`config.mk`:
```
export PLATFORM = sky130hd
export DESIGN_NAME = alu32_flat
export DESIGN_NICKNAME = d
export VERILOG_FILES = /design/src/rtl/alu32_if.sv /design/src/rtl/alu32.sv /design/src/flat_wrapper.sv
export SDC_FILE = /design/constraint.sdc
export NUM_CORES = 1
export LEC_CHECK = 0
export CAP_MARGIN = 20
export CORE_MARGIN = 8
export CORE_UTILIZATION = 25
export CTS_CLUSTER_DIAMETER = 50
export DETAILED_ROUTE_END_ITERATION = 7
export SLEW_MARGIN = 10
export SYNTH_ARGS = -nofsm -noshare
export SYNTH_HDL_FRONTEND = slang
export SYNTH_SLANG_ARGS = --single-unit
```
`constraint.sdc`:
```
create_clock -name clk -period 1.3 [get_ports clk]
set_input_delay 0.26 -clock clk [delete_from_list [all_inputs] [get_ports clk]]
set_output_delay 0.26 -clock clk [all_outputs]
set_load 0.01 [all_outputs]
```
`src/rtl/alu32_if.sv`:
```
// Operand/control and result/flag bundle between the decoder-side driver and the ALU.
interface alu32_if #(
  parameter int WIDTH = 32
);
  logic [WIDTH-1:0] a;
  logic [WIDTH-1:0] b;
  logic [1:0]       ALUControl;
  logic [WIDTH-1:0] Result;
  logic [3:0]       ALUFlags;

  modport master (
    output a, b, ALUControl,
    input  Result, ALUFlags
  );

  modport slave (
    input  a, b, ALUControl,
    output Result, ALUFlags
  );
endinterface

```
`src/rtl/alu32.sv`:
```
// Execute-stage ALU: ADD/SUB/AND/OR with ARM {N,Z,C,V} flags, registered once.
module alu32 #(
  parameter int WIDTH = 32
) (
  input  logic    clk,
  input  logic    reset,
  alu32_if.slave  bus
);

  logic [WIDTH-1:0] w_b_op;
  logic [WIDTH:0]   w_sum;
  logic [WIDTH-1:0] w_result;
  logic [3:0]       w_flags;
  logic             w_arith;
  logic             w_v;
  logic [WIDTH-1:0] r_result;
  logic [3:0]       r_flags;

  // One adder serves ADD and SUB; SUB inverts b and injects the carry-in.
  assign w_b_op  = bus.ALUControl[0] ? ~bus.b : bus.b;
  assign w_sum   = {1'b0, bus.a} + {1'b0, w_b_op} + {{WIDTH{1'b0}}, bus.ALUControl[0]};
  assign w_arith = ~bus.ALUControl[1];

  // Operation select.
  always_comb begin
    w_result = {WIDTH{1'b0}};
    case (bus.ALUControl)
      2'b00:   w_result = w_sum[WIDTH-1:0];
      2'b01:   w_result = w_sum[WIDTH-1:0];
      2'b10:   w_result = bus.a & bus.b;
      2'b11:   w_result = bus.a | bus.b;
      default: w_result = {WIDTH{1'b0}};
    endcase
  end

  // Signed overflow: effective operands share a sign that the sum does not.
  assign w_v = w_arith
             & (bus.a[WIDTH-1] == (bus.b[WIDTH-1] ^ bus.ALUControl[0]))
             & (w_sum[WIDTH-1] != bus.a[WIDTH-1]);

  assign w_flags = {w_result[WIDTH-1],
                    (w_result == {WIDTH{1'b0}}),
                    w_arith & w_sum[WIDTH],
                    w_v};

  // Result and flags captured together; reset forces both to zero (Z included).
  always_ff @(posedge clk or posedge reset) begin
    if (reset) begin
      r_result <= {WIDTH{1'b0}};
      r_flags  <= 4'b0000;
    end else begin
      r_result <= w_result;
      r_flags  <= w_flags;
    end
  end

  assign bus.Result   = r_result;
  assign bus.ALUFlags = r_flags;

endmodule

```
`src/flat_wrapper.sv`:
```
// flat-port wrapper written by rule: the top's interface ports become plain ports
module alu32_flat 
#(
  parameter int WIDTH = 32
)
  (clk, reset, bus_a, bus_b, bus_ALUControl, bus_Result, bus_ALUFlags);
  alu32_if #(.WIDTH(WIDTH)) bus_i ();
  input  logic clk;
  input  logic reset;
  input wire logic [$bits(bus_i.a)-1:0] bus_a;
  input wire logic [$bits(bus_i.b)-1:0] bus_b;
  input wire logic [$bits(bus_i.ALUControl)-1:0] bus_ALUControl;
  output wire logic [$bits(bus_i.Result)-1:0] bus_Result;
  output wire logic [$bits(bus_i.ALUFlags)-1:0] bus_ALUFlags;
  assign bus_i.a = bus_a;
  assign bus_i.b = bus_b;
  assign bus_i.ALUControl = bus_ALUControl;
  assign bus_Result = bus_i.Result;
  assign bus_ALUFlags = bus_i.ALUFlags;
  alu32 #(.WIDTH(WIDTH)) u_core (.clk(clk), .reset(reset), .bus(bus_i));
endmodule
```
* Yosys cells after proc, flatten, opt, wreduce, memory -nomap -nowiden
Cells that the tools add are included.
** Operators by class
- Equal/unequal tests :: 5
- Bitwise operators :: 8
- Muxes and demuxes :: 2
- $add $sub $neg :: 2
- Reductions and logical operators :: 3
** Operators by type and width (count)
- $pmux W32 S3 :: 1
- $add A32 B32 Y33 :: 1
- $add A33 B1 Y33 :: 1
- $and A32 B32 Y32 :: 1
- $logic_not A32 Y1 :: 1
- $mux W32 :: 1
- $not A32 Y32 :: 1
- $or A32 B32 Y32 :: 1
- $eq A2 B2 Y1 const B :: 2
- $and A1 B1 Y1 :: 3
- $eq A2 B1 Y1 const B :: 1
- $logic_not A2 Y1 :: 1
- $reduce_or A2 Y1 :: 1
- $eq A1 B1 Y1 :: 1
- $ne A1 B1 Y1 :: 1
- $not A1 Y1 :: 1
- $xor A1 B1 Y1 :: 1
** Storage, ports and cells
- Word-level logic and storage cells :: 22
- Output and inout bits :: 36
- Register bits after elaboration :: 36

* Logic depth before layout (Yosys ltp)
Gate-level depths: netlist (run 1).
- Word-level depth :: 6
- Depth in mapped cells :: 18

* Least setup slack after synthesis (run 1)
No wires, ideal clock.
- Path kind :: input to register
- From :: input port bus_ALUControl[0]
- To :: register u_core.r_flags[2], in the netlist u_core.bus.ALUFlags[2]
- Cell stages on the path :: 17
- Data arrival time :: 4.554 ns
- Slack :: -3.354 ns
- Cells stage by stage :: buf_6 > clkbuf_1 > clkbuf_1 > clkbuf_1 > buf_1 > xor2_1 > ha_1 > a21oi_1 > nand2_1 > o21ai_0 > nor3b_1 > o31ai_1 > or4_1 > or4_1 > and4b_1 > nand4_1 > nor4bb_1
** Between the ends
- Longest elaborated chain between the ends :: 5
- Elaborated cells on any way between the ends :: 10
- Classes of those cells :: 2 x add/sub; 3 x eq/ne; 2 x mux; 3 x reduce/logical
** RTL lines
- from (decl) :: line flat_wrapper.sv:12 : input wire logic [$bits(bus_i.ALUControl)-1:0] bus_ALUControl;
- $mux W32 :: line alu32.sv:20 : assign w_b_op = bus.ALUControl[0] ? ~bus.b : bus.b;
- $add A32 B32 Y33 :: line alu32.sv:21 : assign w_sum = {1'b0, bus.a} + {1'b0, w_b_op} + {{WIDTH{1'b0}}, bus.ALUControl[0]};
- $add A33 B1 Y33 :: line alu32.sv:21
- $pmux W32 S3 * :: line alu32.sv:27 : case (bus.ALUControl)
- via u_core.w_result[10] :: line alu32.sv:12 : logic [WIDTH-1:0] w_result;
- $logic_not A32 Y1 * :: line alu32.sv:42 : (w_result == {WIDTH{1'b0}}),
- via u_core.w_flags[2] :: line alu32.sv:13 : logic [3:0] w_flags;
- to (signal assigned) :: line alu32.sv:53 : r_flags <= w_flags;
- to (decl) :: line alu32.sv:17 : logic [3:0] r_flags;
Mark *: on every way through the listed nets, which the timed path passes. The rest lies on a longest branch.

* Worst setup path after layout (run 1)
- From :: input port bus_b[7]
- To :: register u_core.r_flags[2], in the netlist u_core.bus.ALUFlags[2]
** Between the ends
- Longest elaborated chain between the ends :: 6
- Elaborated cells on any way between the ends :: 8
- Classes of those cells :: 2 x add/sub; 2 x mux; 3 x bitwise; 1 x reduce/logical
** RTL lines
- from (decl) :: line flat_wrapper.sv:11 : input wire logic [$bits(bus_i.b)-1:0] bus_b;
- $not A32 Y32 :: line alu32.sv:20
- $mux W32 * :: line alu32.sv:20
- $add A32 B32 Y33 * :: line alu32.sv:21
- $add A33 B1 Y33 * :: line alu32.sv:21
- $pmux W32 S3 * :: line alu32.sv:27
- via u_core.w_result[10] :: line alu32.sv:12
- $logic_not A32 Y1 * :: line alu32.sv:42
- via u_core.w_flags[2] :: line alu32.sv:13
Marks and branches as above.

==> results of run 1 <==
cell families (layout without fill, tap and decap cells):
| family | count (synthesis) | after routing |
|---|---|---|
| AO/OA/AOI/OAI | 144 | 144 |
| XOR/XNOR | 54 | 54 |
| adder cells (fa/ha/maj) | 64 | 64 |
| buffers and inverters | 24 | 328 |
| flip-flops | 35 | 35 |
| multiplexers | 3 | 3 |
| AND/OR/NAND/NOR | 129 | 129 |
cells in the mapped netlist (3+ instances only):
cell type / number / share of area
nand2_1: 47 / 0.047
o21ai_0: 46 / 0.062
xor2_1: 42 / 0.099
a21oi_1: 41 / 0.055
dfrtp_1: 35 / 0.23
ha_1: 33 / 0.11
nor2_1: 30 / 0.030
maj3_1: 28 / 0.075
a21o_1: 13 / 0.026
clkbuf_1: 12 / 0.012
xnor2_1: 12 / 0.028
nor3_1: 10 / 0.013
o21a_1: 9 / 0.018
o31ai_1: 8 / 0.016
inv_1: 5 / 0.0050
nand3_1: 5 / 0.0067
nand4_1: 5 / 0.0084
nor3b_1: 5 / 0.010
a211oi_1: 4 / 0.0081
a21boi_0: 4 / 0.0081
or3_1: 4 / 0.0067
buf_1: 3 / 0.0030
mux2i_1: 3 / 0.0081
nor2b_1: 3 / 0.0050
nor4_1: 3 / 0.0050
or2_2: 3 / 0.0050
or4_1: 3 / 0.0060
state kept, by name, indices dropped and copies added (netlist names):
register,flops
u_core.bus.Result,31
u_core.bus.ALUFlags,4
final cells by class:
class	count	area share
Clock buffer	8	0.0206
Inverter	6	0.00297
Multi-Input combinational cell	394	0.465
Sequential cell	35	0.116
Tap cell	184	0.0304
Timing Repair Buffer	314	0.365
through the flow:
step                      setup TNS (ns)  worst slack [ns]
after floorplan                   -46.24             -2.42
after global placement            -54.44             -2.63
after detailed placement          -55.77             -2.80
after CTS                         -35.23             -2.00
after global routing              -39.15             -2.11
final                             -36.23             -1.99
per-layer routing:
layer,vias up,global-route usage,wire (um)
met3,16,0.0253,553
met5,-,0,0
li1,2260,-,-
met4,0,0.0378,221
met1,2153,0.176,6460
met2,99,0.259,7510
power groups by stage:
stage	registers (W)	clock network, W	logic (W)
3_5_place_dp	0.00136	0	0.00368
5_1_grt	0.00136	0.00133	0.00501
6_report	0.00133	0.00125	0.00465
4_1_cts	0.00134	0.00128	0.00415
2_1_floorplan	0.00146	0	0.00167
3_3_place_gp	0.00136	0	0.00363
repair_timing:
item | 4_1_cts | 5_1_grt
resized for setup | 180 | 72
setup buffers | 39 | 22
gates cloned | 1 | 0
pin swaps | 74 | 53
endpoints found under the setup margin | 70 | 32
final timing paths:
check	slack, ns	endpoint	start	depth (start not counted)
min	0.29	u_core.bus.Result[2]	bus_ALUControl[1]	3
min in group asynchronous	0.34	u_core.bus.Result[16]	reset	3
max	-1.99	u_core.bus.ALUFlags[2]	bus_b[7]	14
max in group asynchronous	0.79	u_core.bus.Result[19]	reset	3
worst max-delay path: stages:
cell	delay [ns]
dlygate4sd2_1	0.27
xor2_2	0.19
ha_4	0.26
a21oi_2	0.21
nand2_1	0.12
o21ai_2	0.19
buf_6	0.12
nor3b_4	0.17
o31ai_2	0.09
or4_1	0.52
or4_1	0.40
and4b_1	0.27
nand4_1	0.10
nor4bb_1	0.29
==> results.toml, run 1 <==
[status]
outcome = "finished with violations"
violations = "setup timing"

[final_layout]
multi_input_area_um2 = 3520
regArea_um2 = 876
finish.utilization = 0.521
final_net_count = 858
nFillCells = 1323
mostFrequentLayoutCells = "buf_4 (171), dlygate4sd2_1 (50), clkdlybuf4s50_1 (44)"
drive_gt1_frac = 0.472
syn_to_final_growth_pct = 103
layout_commonest_cell = "buf_4"
fin_cells = 941
design_area_um2 = 7570
antennaDiodeCount = 0

[power_and_ir_drop]
finalPower_w = 0.00723
power_frac_comb = 0.643
internal_power_w = 0.00462
seqPwrFrac = 0.184
p_sw_frac = 0.361
p_clk_frac = 0.172
vdd.ir_drop.worst_mv = 0.482
leakagePower_nw = 3.40
p_per_area_nw_per_um2 = 955
p_sw_w = 0.00261

[timing]
fin_crit_sh = 2.53
worst_slew_pin_slew_ns = 0.504
finalSetupViolations = 32
timing.hold.ws_ns = 0.294
period_needed_ns = 3.29
rsz0062_at_grt = "yes"
hold_violations = 0
fmax_mhz = 304
layout_setup_ws_ns = -1.99
slew_headroom = 0.655
report.final.slew_viol_count = 0

[synth]
avgSynthCellArea_um2 = 8.23
synth_edf_count = 0
synthFlopType = "dfrtp_1"
synth_top_family_by_area = "compound AO/OA/AOI/OAI gates"
ys_types = 57
synth-xor-area-share = 0.127
synthMuxAreaShare = 0.00805
yosysSeqAreaShare = 0.235
syn_area_um2 = 3730
synth-warning-count = 0
synthArstFlopShare = 1.00
synth_fa_ha_area_frac = 0.197
synthSimpleGateAreaFrac = 0.167
synth_seq_cells = 35
synth_nets = 555
syn_inst = 453
synth_compound_gate_area_share = 0.238

[routing]
first_pass_iters = 4
drt-total-wl_um = 14700
antenna_left = 0
remaining_drc_errors = 0
num_vias = 4528
drt-initial-drc-count = 229
viasPerCell = 4.81
post_drt_wl_per_cell_um = 15.7

[worst_hold_path]
hold_class = "in2reg"

[critical_path]
cp_max_fo = 3
crit_path_start_kind = "input port"
end_kind = "flip-flop"
cp.required_ns = 1.47
worstPathArrival_ns = 3.46
critical_path_class = "in2reg"

[floorplanning]
die_h_um = 138
core_area_um2 = 14500
row_count = 44
die_x_um = 138
die-area_um2 = 19100
top_level_ports = 104
initial_core_util = 0.257

[clocking]
htree_levels = 2
cts_max_path_buffers = 2
cts_buffers = 5
cts_root_buffer = "clkbuf_16"
cts_tree = "built"
hold_buffers = 0
cts_sinks = 35
clkTransAtPathRegs_ns = 0.05

[placed_design]
gp_congestion = 0.877
place_inst = 883
placed_area_um2 = 6280
dpl.hpwl_um = 11200
port_buffers = 103

[global_route]
grt_antenna_before_repair = 0
grt_overflow = 0
grt_use_total = 0.146
grt_pass1_vias = 4901
grt_pass1_wl_um = 23700
grt_max_degree = 36

[job]
drv_cap = 0
Power figures use the tool's default switching activity.
==> run 2, diff against run 1 <==
--- a/config.mk
+++ b/config.mk
@@ -10,7 +10,8 @@
 export CORE_UTILIZATION = 25
 export CTS_CLUSTER_DIAMETER = 50
 export DETAILED_ROUTE_END_ITERATION = 7
-export SLEW_MARGIN = 10
+export PLACE_DENSITY = 0.44
+export SLEW_MARGIN = 20
 export SYNTH_ARGS = -nofsm -noshare
 export SYNTH_HDL_FRONTEND = slang
 export SYNTH_SLANG_ARGS = --single-unit
==> run 2 against run 1 <==
Compared with the run above:
- the run still ends with setup timing left
- count of clock-buffer cells in the layout unchanged
- maximum frequency down 1.8%
- routed wire length up 2.0%
- sequential share of layout area up 0.16 points
- sequential power about the same
- critical path depth unchanged
- final cell count up 1.3%
- via count up 0.40%
- critical endpoint unchanged
==> results.toml, run 2 (same netlist as run 1, synthesis figures left out) <==
[status]
outcome = "finished with violations"
violations = "setup timing"

[final_layout]
antennaDiodeCount = 0
drive_gt1_frac = 0.446
layout_commonest_cell = "buf_4"
final_net_count = 870
largest_reg_flops = 31
finish.utilization = 0.514
mostFrequentLayoutCells = "buf_4 (192), dlygate4sd2_1 (56), nand2_1 (40)"
syn_to_final_growth_pct = 100
design_area_um2 = 7470

[routing]
first_pass_iters = 5
num_vias = 4546
remaining_drc_errors = 0
post_drt_wl_per_cell_um = 15.8
antenna_left = 0
drt-total-wl_um = 15000
viasPerCell = 4.77
drt-initial-drc-count = 225

[clocking]
cts_tree = "built"
cts_buffers = 5
cts_sinks = 35
htree_levels = 2
cts_root_buffer = "clkbuf_16"
clkTransAtPathRegs_ns = 0.06
hold_buffers = 0
cts_max_path_buffers = 2

[timing]
report.final.slew_viol_count = 0
hold_violations = 0
fin_crit_sh = 2.58
period_needed_ns = 3.35
finalSetupViolations = 32
layout_setup_ws_ns = -2.05
rsz0062_at_grt = "yes"
slew_headroom = 0.643
fmax_mhz = 298
worst_slew_pin_slew_ns = 0.523

[critical_path]
crit_chain = "buf_12, buf_8, xor2_1, ha_1, buf_4, a21boi_2, nor3_2, o31ai_4, or3_4, or4_1, or4_1, and4b_1, nand4_1, nor4bb_1"
worstPathArrival_ns = 3.52
cp.required_ns = 1.47
crit_path_start_kind = "input port"
crit_slowest_cell = "or4_1"
crit_top_cell = "or4_1"
end_kind = "flip-flop"
critical_path_class = "in2reg"
cp_max_fo = 6
slowest_delay_ns = 0.40

[global_route]
grt_pass1_vias = 4922
grt_pass1_wl_um = 24700
grt_overflow = 0
grt_max_degree = 36
grt_antenna_before_repair = 0
grt_use_total = 0.154

[power_and_ir_drop]
p_per_area_nw_per_um2 = 948
leakagePower_nw = 3.40
finalPower_w = 0.00708
vdd.ir_drop.worst_mv = 0.455

[job]
drv_cap = 0

[floorplanning]
core_area_um2 = 14500
initial_core_util = 0.257
die_h_um = 138
die-area_um2 = 19100
row_count = 44
die_x_um = 138
top_level_ports = 104

[placed_design]
gp_congestion = 0.886
pre_cts_ws_ns = -2.77
placed_area_um2 = 6260
dpl.hpwl_um = 11500
port_buffers = 103

[worst_hold_path]
hold_class = "in2reg"
## run 2: changes by cell type in the layout (fill, tap and decap cells not counted), moves of 3 or more
| cell | before | now |
|---|---|---|
| a21oi_1 | 12 | 17 |
| a21oi_2 | 21 | 15 |
| buf_12 | 6 | 3 |
| buf_4 | 171 | 192 |
| buf_6 | 35 | 26 |
| clkdlybuf4s15_1 | 2 | 5 |
| clkdlybuf4s50_1 | 44 | 35 |
| dlygate4sd2_1 | 50 | 56 |
| nand2_4 | 4 | 1 |
| nor2_2 | 5 | 2 |
| o21ai_0 | 8 | 12 |
| o21ai_1 | 11 | 19 |
| o21ai_2 | 27 | 13 |
## run 2: worst max-delay path: cells and delay by family
kind | cells | cell delay, ns
AO/OA/AOI/OAI | 2 | 0.29
AND/OR/NAND/NOR | 7 | 2.12
buffers and inverters | 3 | 0.41
adder cells (fa/ha/maj) | 1 | 0.31
XOR/XNOR | 1 | 0.14
## run 2: layout make-up
cell class                 count  area [um2]
fill                        1397        7060
multi-input combinational    394        3390
timing repair buffer         326        2800
sequential                    35         876
tap                          184         230
clock buffer                   8         156
inverter                       6        22.5
## run 2: what timing repair did
item / in CTS / in global routing
setup endpoints to repair: 70 / 32
pin swaps: 87 / 25
cloned: 1 / 0
gates resized for setup: 188 / 36
buffers inserted: 59 / 4
hold endpoints to repair: 0 / 0
## run 2: final timing paths
kind / from / end / slack [ns] / depth (start not counted)
max: bus_ALUControl[0] / u_core.bus.ALUFlags[2] / -2.05 / 14
min: bus_ALUControl[1] / u_core.bus.Result[0] / 0.32 / 3
min in group asynchronous: reset / u_core.bus.ALUFlags[0] / 0.34 / 3
max in group asynchronous: reset / u_core.bus.Result[16] / 0.78 / 3
## run 2: metrics by stage
stage / instances / setup TNS, ns / hold slack, ns
6_report: 953 / -37.35 / 0.325
3_5_place_dp: 884 / -55.43 / 0.606
3_3_place_gp: 884 / -54.76 / 0.602
4_1_cts: 950 / -37.65 / 0.319
5_1_grt: 953 / -40.41 / 0.341
2_1_floorplan: 453 / -46.24 / 0.414
## run 2: layer usage
layer,routed length (um),track usage
met5,0,0
met1,6800,0.201
met4,178,0.0229
met2,7410,0.266
met3,663,0.0226
## run 2: where the power goes
part,internal [W],switching (W)
clock network,0.000815,0.000430
registers,0.00128,0.0000545
logic,0.00246,0.00204
